[config.mk]
export PLATFORM = sky130hd
export DESIGN_NAME = countdown_timer
export DESIGN_NICKNAME = d
export VERILOG_FILES = /design/src/rtl/calc_pkg.sv /design/src/rtl/tick_prescaler.sv /design/src/rtl/countdown_timer.sv
export SDC_FILE = /design/constraint.sdc
export NUM_CORES = 1
export LEC_CHECK = 0
export ABC_CLOCK_PERIOD_IN_PS = 3200
export CELL_PAD_IN_SITES_DETAIL_PLACEMENT = 0
export CELL_PAD_IN_SITES_GLOBAL_PLACEMENT = 1
export CORE_MARGIN = 2
export CORE_UTILIZATION = 46
export DETAILED_ROUTE_END_ITERATION = 10
export PLACE_DENSITY = 0.79
export SLEW_MARGIN = 25
export SYNTH_ARGS = -nofsm -noshare
export SYNTH_HDL_FRONTEND = slang
export SYNTH_SLANG_ARGS = --single-unit
[constraint.sdc]
create_clock -name clk -period 3.2 [get_ports clk]
set_input_delay 0.32 -clock clk [delete_from_list [all_inputs] [get_ports clk]]
set_output_delay 0.32 -clock clk [all_outputs]
set_load 0.05 [all_outputs]
[src/rtl/calc_pkg.sv]
// Shared types and constants for the calculator datapath timer blocks.
// Latency: n/a (types and pure functions only).
// Backpressure: n/a.
package calc_pkg;

  // Countdown timer control states.
  typedef enum logic {
    IDLE = 1'b0,
    RUN  = 1'b1
  } timer_state_t;

  // Width of the seconds value shown on the seven-segment display.
  localparam int TIME_W = 4;

  // Countdown length used while sitting in the calculation-error state.
  localparam int ERR_DEFAULT_SECS = 10;

  // A load value of zero selects the default countdown length.
  function automatic logic [TIME_W-1:0] load_secs(input logic [TIME_W-1:0] val,
                                                  input logic [TIME_W-1:0] dflt);
    return (val == '0) ? dflt : val;
  endfunction

endpackage

[src/rtl/tick_prescaler.sv]
// Divides the clock by PRESCALE, producing a tick on the last count of each period.
// Latency: tick is combinational from the registered count; first tick PRESCALE enabled cycles after clear.
// Backpressure: none; enable low freezes the count, clear restarts the period.
module tick_prescaler #(
  parameter int PRESCALE = 4
) (
  input  logic clk,
  input  logic rst,
  input  logic clear,
  input  logic enable,
  output logic tick
);

  localparam int              CNT_W = (PRESCALE > 1) ? $clog2(PRESCALE) : 1;
  localparam logic [CNT_W-1:0] LAST = CNT_W'(PRESCALE - 1);

  logic [CNT_W-1:0] cnt_q;
  logic [CNT_W-1:0] cnt_d;

  assign tick = enable && (cnt_q == LAST);

  // Next count: clear wins, otherwise advance and wrap while enabled.
  always_comb begin
    cnt_d = cnt_q;
    if (clear) begin
      cnt_d = '0;
    end else if (enable) begin
      cnt_d = tick ? '0 : cnt_q + 1'b1;
    end
  end

  // Count register with synchronous reset.
  always_ff @(posedge clk) begin
    if (rst) begin
      cnt_q <= '0;
    end else begin
      cnt_q <= cnt_d;
    end
  end

endmodule

[src/rtl/countdown_timer.sv]
// Seconds countdown for the error display; pulses expired when the count reaches zero.
// Latency: all outputs registered; time_left valid the cycle after start, decrements every PRESCALE cycles.
// Backpressure: none; hold freezes prescaler and count, cancel aborts, start reloads.
module countdown_timer
  import calc_pkg::*;
#(
  parameter int CLK_FREQ_HZ  = 100_000_000,
  parameter int TICK_HZ      = 1,
  parameter int DEFAULT_SECS = ERR_DEFAULT_SECS
) (
  input  logic              clk,
  input  logic              rst,
  input  logic              start,
  input  logic              cancel,
  input  logic              hold,
  input  logic [TIME_W-1:0] load_val,
  output logic [TIME_W-1:0] time_left,
  output logic              running,
  output logic              sec_tick,
  output logic              expired
);

  localparam int PRESCALE = CLK_FREQ_HZ / TICK_HZ;
  localparam logic [TIME_W-1:0] DEFAULT_VAL = TIME_W'(DEFAULT_SECS);

  // Reject parameter sets that cannot be represented or divided.
  if (PRESCALE < 2) begin : g_bad_prescale
    $error("countdown_timer: CLK_FREQ_HZ / TICK_HZ must be at least 2");
  end
  if (DEFAULT_SECS > (2 ** TIME_W) - 1) begin : g_bad_default
    $error("countdown_timer: DEFAULT_SECS does not fit in time_left");
  end

  timer_state_t      state_q, state_d;
  logic [TIME_W-1:0] time_left_q, time_left_d;
  logic              running_q, running_d;
  logic              sec_tick_q, sec_tick_d;
  logic              expired_q, expired_d;

  logic ps_clear;
  logic ps_enable;
  logic ps_tick;

  // Any start or cancel restarts the one-second period; counting only in RUN and not held.
  assign ps_clear  = start || cancel;
  assign ps_enable = (state_q == RUN) && !hold;

  tick_prescaler #(
    .PRESCALE (PRESCALE)
  ) u_prescaler (
    .clk    (clk),
    .rst    (rst),
    .clear  (ps_clear),
    .enable (ps_enable),
    .tick   (ps_tick)
  );

  // Next-state: cancel beats start beats hold beats the normal count.
  always_comb begin
    state_d     = state_q;
    time_left_d = time_left_q;
    running_d   = running_q;
    sec_tick_d  = 1'b0;
    expired_d   = 1'b0;

    if (cancel) begin
      // Cancel only matters mid-countdown; in IDLE it also swallows a same-cycle start.
      if (state_q == RUN) begin
        state_d     = IDLE;
        time_left_d = '0;
        running_d   = 1'b0;
      end
    end else if (start) begin
      state_d     = RUN;
      time_left_d = load_secs(load_val, DEFAULT_VAL);
      running_d   = 1'b1;
    end else if (ps_tick) begin
      sec_tick_d = 1'b1;
      if (time_left_q <= TIME_W'(1)) begin
        // Final second: land on zero and leave RUN, never wrap.
        state_d     = IDLE;
        time_left_d = '0;
        running_d   = 1'b0;
        expired_d   = 1'b1;
      end else begin
        time_left_d = time_left_q - 1'b1;
      end
    end
  end

  // State and registered outputs.
  always_ff @(posedge clk) begin
    if (rst) begin
      state_q     <= IDLE;
      time_left_q <= '0;
      running_q   <= 1'b0;
      sec_tick_q  <= 1'b0;
      expired_q   <= 1'b0;
    end else begin
      state_q     <= state_d;
      time_left_q <= time_left_d;
      running_q   <= running_d;
      sec_tick_q  <= sec_tick_d;
      expired_q   <= expired_d;
    end
  end

  assign time_left = time_left_q;
  assign running   = running_q;
  assign sec_tick  = sec_tick_q;
  assign expired   = expired_q;

endmodule

Word level (Yosys, flattened, before mapping) --
Cells that the tools add are included.
Word-level totals: bits in read-only memories 0, bits in latches 0, memories kept 0, output and inout bits 7, register bits 35, memory bits (writable) 0
Cells by class: reductions and logical operators 16, equal/unequal tests 2, mux-type cells 14, multipliers 0, $lt $le $gt $ge 1, $add $sub $neg 2, shift-type cells 0, divide/modulo/power cells 0, bitwise operators 1
Operators with widths (count):
- $add 27x1->27 const B | 1
- $eq 27x27->1 const B | 1
- $mux 27 | 1
- $mux 4 | 6
- $mux 1 | 7
- $reduce_bool 3->1 | 2
- $le 4x1->1 const B | 1
- $logic_not 4->1 | 1
- $reduce_and 2->1 | 2
- $reduce_bool 2->1 | 2
- $reduce_or 2->1 | 2
- $reduce_or 4->1 | 1
- $sub 4x1->4 const B | 1
- $reduce_and 3->1 | 1
- $reduce_or 3->1 | 1
- $logic_and 1x1->1 | 2
- $ne 2x1->1 const B | 1
- $logic_not 1->1 | 1
- $logic_or 1x1->1 | 1
- $not 1->1 | 1

Longest topological paths before layout --
depth in word-level cells 6, mapped depth 7, mapped depth without buffers 6

By module --
Synthesis repeated with hierarchy kept, for this count alone.
Unflattened totals: cell total of the unflattened synthesis 231, area total of the unflattened synthesis 2023.2 um^2
Modules (own cells, without submodules):
- tick_prescaler | times used 1, cells each 175, sequential area each 540.5 um^2, area an instance 1566.5 um^2
- countdown_timer | times used 1, cells each 56, sequential area each 160.2 um^2, area an instance 456.7 um^2

Worst setup path after synthesis --
Ideal clock, no wire load.
path type register to register, start register time_left_q[0] (netlist: time_left[0]), end register time_left_q[3] (netlist: time_left[3]), slack 1.250 ns, data arrival time 1.880 ns, cell stages (with the launch flop) 7, data required time 3.130 ns, buffers on the path 0, path through dfxtp_1 inv_1 ha_1 o21ai_1 nand3_1 a211o_2 a21oi_1
On the way: word-level cells in the longest chain between the ends 5, elaborated cells between the ends (all ways) 6
Ends and longest elaborated chain:
- start, declared | line countdown_timer.sv:35 | logic [TIME_W-1:0] time_left_q, time_left_d;
- start signal, assigned | line countdown_timer.sv:101 | time_left_q <= time_left_d;
- $sub 4x1->4 or $le 4x1->1 (tied branches) | line countdown_timer.sv:86, countdown_timer.sv:79
- $mux 4 * | line countdown_timer.sv:79 | if (time_left_q <= TIME_W'(1)) begin
- $mux 4 * | line countdown_timer.sv:77 | end else if (ps_tick) begin
- $mux 4 * | line countdown_timer.sv:73 | end else if (start) begin
- $mux 4 * | line countdown_timer.sv:66 | if (cancel) begin
Every way passes the cells marked *; elsewhere a longest branch is shown, timed or not. The select of a mux whose other input is x is not followed. A chain may end at the register's enable or synchronous reset.

Worst setup path after layout --
start register u_prescaler.cnt_q[4], end register u_prescaler.cnt_q[5]
On the way: word-level cells in the longest chain between the ends 3, elaborated cells between the ends (all ways) 4
Ends and longest elaborated chain:
- start, declared | line tick_prescaler.sv:17 | logic [CNT_W-1:0] cnt_q;
- start signal, assigned | line tick_prescaler.sv:37 | cnt_q <= cnt_d;
- branches (longest 2 deep; another with $add 27x1->27)
- $mux 27 * | line tick_prescaler.sv:28 | cnt_d = tick ? '0 : cnt_q + 1'b1;
Every way passes the cells marked *.

==> flow_metrics.py <==
metrics = {
    "worst_hold_path": {
        "hold_end": "u_prescaler.cnt_q[1]$_SDFFE_PP0P_",
        "hold_start": "u_prescaler.cnt_q[1]$_SDFFE_PP0P_",
        "hold_depth": 2,
        "hp-class": "register to register",
    },
    "timing": {
        "rsz0062_at_grt": "false",
        "fmax_ghz": 0.492,
        "finalCriticalPeriod_ns": 2.03,
        "tightest_slew_ns": 0.677,
        "finClkSkew_ns": 0.00263,
        "setup_viol": 0,
        "layout_setup_ws_ns": 1.17,
        "slew_violations": 0,
        "min_period_over_period_pct": 63.6,
        "final_hold_viol_count": 0,
        "slew-limit-headroom_pct": 54.4,
        "fin_tns_setup_ns": 0,
    },
    "worst_setup_path": {
        "critPathMaxFanout": 25,
        "reg2reg_from": "u_prescaler.cnt_q[4]$_SDFFE_PP0P_",
        "end_kind": "register",
        "cp-startpoint": "u_prescaler.cnt_q[4]$_SDFFE_PP0P_",
        "critical_path_class": "register to register",
        "worstPathRequired_ns": 3.35,
        "regToRegEndpoint": "u_prescaler.cnt_q[5]$_SDFFE_PP0P_",
        "cp.arrival_ns": 2.19,
        "rr_worst_depth": 5,
        "regToRegSetupSlack_ns": 1.17,
        "cp-start-kind": "register",
    },
    "yosys": {
        "synth_adder_area_share_pct": 2.17,
        "synthFlopType": "dfxtp_1",
        "synth_top_family_by_area": "simple AND/OR/NAND/NOR gates",
        "yosys_register_bits": 35,
        "ys_seq_area_share_pct": 40.5,
        "syn_area_per_cell_um2": 8.78,
        "ys_warn_count": 0,
        "synth_edf_count": 0,
        "synthSimpleGateAreaFrac_pct": 32.6,
        "synth_area_um2": 1730,
        "async_flop_share_pct": 0,
        "synth_xor_area_share_pct": 12.7,
        "synth_cell_types": 41,
        "synth_mux_area_share_pct": 0,
        "synth-compound-area-share_pct": 9.33,
        "syn_nets": 209,
        "synth_cells": 197,
    },
    "global_route": {
        "grt.busiest_layer": "met2",
        "grtUsageMet2_pct": 33.9,
        "grtUsageMet3_pct": 5.14,
        "grt_max_degree": 26,
        "use_met1_pct": 22.8,
        "grt_util_all_layers_pct": 19.2,
        "grt_pass1_wl_mm": 6.35,
        "gr-total-overflow": 0,
        "antenna_found_initial": 0,
        "grt_pass1_vias": 1420,
    },
    "placement": {
        "gp_congestion": 0.899,
        "dp_hpwl_mm": 2.65,
        "pre_cts_ws_ns": 0.887,
        "port_buffers": 15,
    },
    "power": {
        "p_int_w": 0.000638,
        "p_per_area_nw_per_um2": 420,
        "clock_power_share_pct": 37.9,
        "leakage_nw": 0.675,
        "power.switching_w": 0.000201,
        "ir_drop_uv": 316,
        "combPwrFrac_pct": 9.0,
        "switching_share_pct": 23.9,
        "seqPwrFrac_pct": 53.1,
    },
    "cells_and_area": {
        "antennaDiodeCount": 0,
        "fillers": 361,
        "fin_nets": 228,
        "drive_gt1_share_pct": 8.80,
        "final_cell_mix": "36 x nor2_1, 35 x dfxtp_1, 21 x xor2_1",
        "layout_commonest_cell": "nor2_1",
        "multiInputGateArea_um2": 982,
        "syn_to_final_growth_pct": 15.6,
        "regArea_um2": 701,
    },
    "clock_tree": {
        "clkLatencyLatePin_ns": 0.28,
        "h-tree-depth": 2,
        "cts_resized": 0,
        "cts_root_buf": "clkbuf_8",
        "clk_path_buf_depth": 2,
        "cts_tree": "yes",
        "clk_pin_slew_ns": 0.07,
        "clock-sinks": 35,
        "cts_buffers": 5,
        "ctsHoldBuffers": 0,
        "post_cts_buffers": 0,
    },
    "drt": {
        "wl_per_cell_um": 13.8,
        "viasPerCell": 5.60,
        "drc_errors": 0,
        "drt-initial-drc-count": 91,
        "wl_mm": 3.64,
        "dr_total_vias": 1479,
        "dr.pass1.iters": 4,
        "drtAntennaViolNets": 0,
    },
    "floorplanning": {
        "fp.dieW_um": 65.3,
        "rows": 22,
        "start_util_pct": 47.6,
        "core_um2": 3630,
        "die_h_um": 65.3,
        "design.die.area_um2": 4270,
        "pin_count": 16,
    },
    "job": {
        "cap_violations": 0,
    },
    "outcome": {
        "status": "finished, final reports clean",
    },
}
## flip-flops by register name, indices dropped and copies added, names as in the netlist
signal,flops
u_prescaler.cnt_q,27
sec_tick,1
time_left,4
expired,1
state_q,1
running,1
## power by group through the flow
| stage | clock [W] | combinational, W | sequential [W] |
|---|---|---|---|
| after floorplan | 0 | 0.0000354 | 0.000467 |
| after global placement | 0 | 0.0000740 | 0.000455 |
| after detailed placement | 0 | 0.0000748 | 0.000455 |
| after CTS | 0.000333 | 0.0000753 | 0.000445 |
| after global routing | 0.000344 | 0.0000813 | 0.000446 |
| final | 0.000319 | 0.0000753 | 0.000446 |
## per-layer routing
metal	wire (µm)	vias to the layer above
met3	153	5
met4	44	0
li1	-	729
met5	0	-
met1	1620	709
met2	1820	36
## cells by family (layout without fill, tap and decap cells)
| group | after synthesis | in the layout |
|---|---|---|
| AND/OR/NAND/NOR | 103 | 103 |
| flip-flops | 35 | 35 |
| XOR/XNOR | 25 | 25 |
| AO/OA/AOI/OAI | 23 | 23 |
| buffers and inverters | 8 | 27 |
| adder cells (fa/ha/maj) | 3 | 3 |
## cell type report
| type | instances | area share, % |
|---|---|---|
| Clock buffer | 6 | 4.13 |
| Timing Repair Buffer | 15 | 7.51 |
| Tap cell | 48 | 3.00 |
| Clock inverter | 1 | 0.250 |
| Inverter | 5 | 0.939 |
| Sequential cell | 35 | 35.0 |
| Multi-Input combinational cell | 154 | 49.1 |
## stage by stage
stage,area (µm²),instances,total power [W],utilization (%),hold slack (ns)
5_1_grt,2000,264,0.000871,55.0,0.525
3_3_place_gp,1910,257,0.000529,52.6,0.483
6_report,2000,264,0.000839,55.0,0.498
4_1_cts,2000,264,0.000853,55.0,0.497
2_1_floorplan,1730,197,0.000503,-,0.389
3_5_place_dp,1910,257,0.000530,52.6,0.488
## worst max path at each step
stage	end	slack (ns)	cells after the start
after CTS	u_prescaler.cnt_q[5]$_SDFFE_PP0P_	1.14	5
after global routing	u_prescaler.cnt_q[11]$_SDFFE_PP0P_	0.90	5
after global placement	time_left[2]$_SDFFE_PP0P_	0.99	6
after detailed placement	u_prescaler.cnt_q[5]$_SDFFE_PP0P_	0.89	6
final	u_prescaler.cnt_q[5]$_SDFFE_PP0P_	1.17	5
after floorplan	time_left[3]$_SDFFE_PP0P_	1.25	6
## cell usage after synthesis (2+ instances only)
| cell | n | area [µm²] |
|---|---|---|
| nor2_1 | 36 | 135 |
| xor2_1 | 21 | 184 |
| nor4_1 | 3 | 18.8 |
| nand3b_1 | 3 | 22.5 |
| a21oi_1 | 7 | 35.0 |
| nor2b_1 | 2 | 12.5 |
| nand4_1 | 12 | 75.1 |
| o21ai_0 | 5 | 25.0 |
| nor3_1 | 6 | 30.0 |
| or2_2 | 2 | 12.5 |
| dfxtp_1 | 35 | 701 |
| inv_1 | 5 | 18.8 |
| nand3_1 | 12 | 60.1 |
| o31ai_1 | 2 | 15.0 |
| nand2_1 | 11 | 41.3 |
| ha_1 | 3 | 37.5 |
| and3_1 | 4 | 25.0 |
| buf_6 | 2 | 22.5 |
| xnor2_1 | 4 | 35.0 |
## critical path, cell delays in order (launching register included)
cell     delay [ns]
dfxtp_1        0.41
nand4_1        0.32
nor2_1         0.33
nand4_1        0.28
nand3_2        0.45
nor2_1         0.11
(Power assumes the default switching activity.)
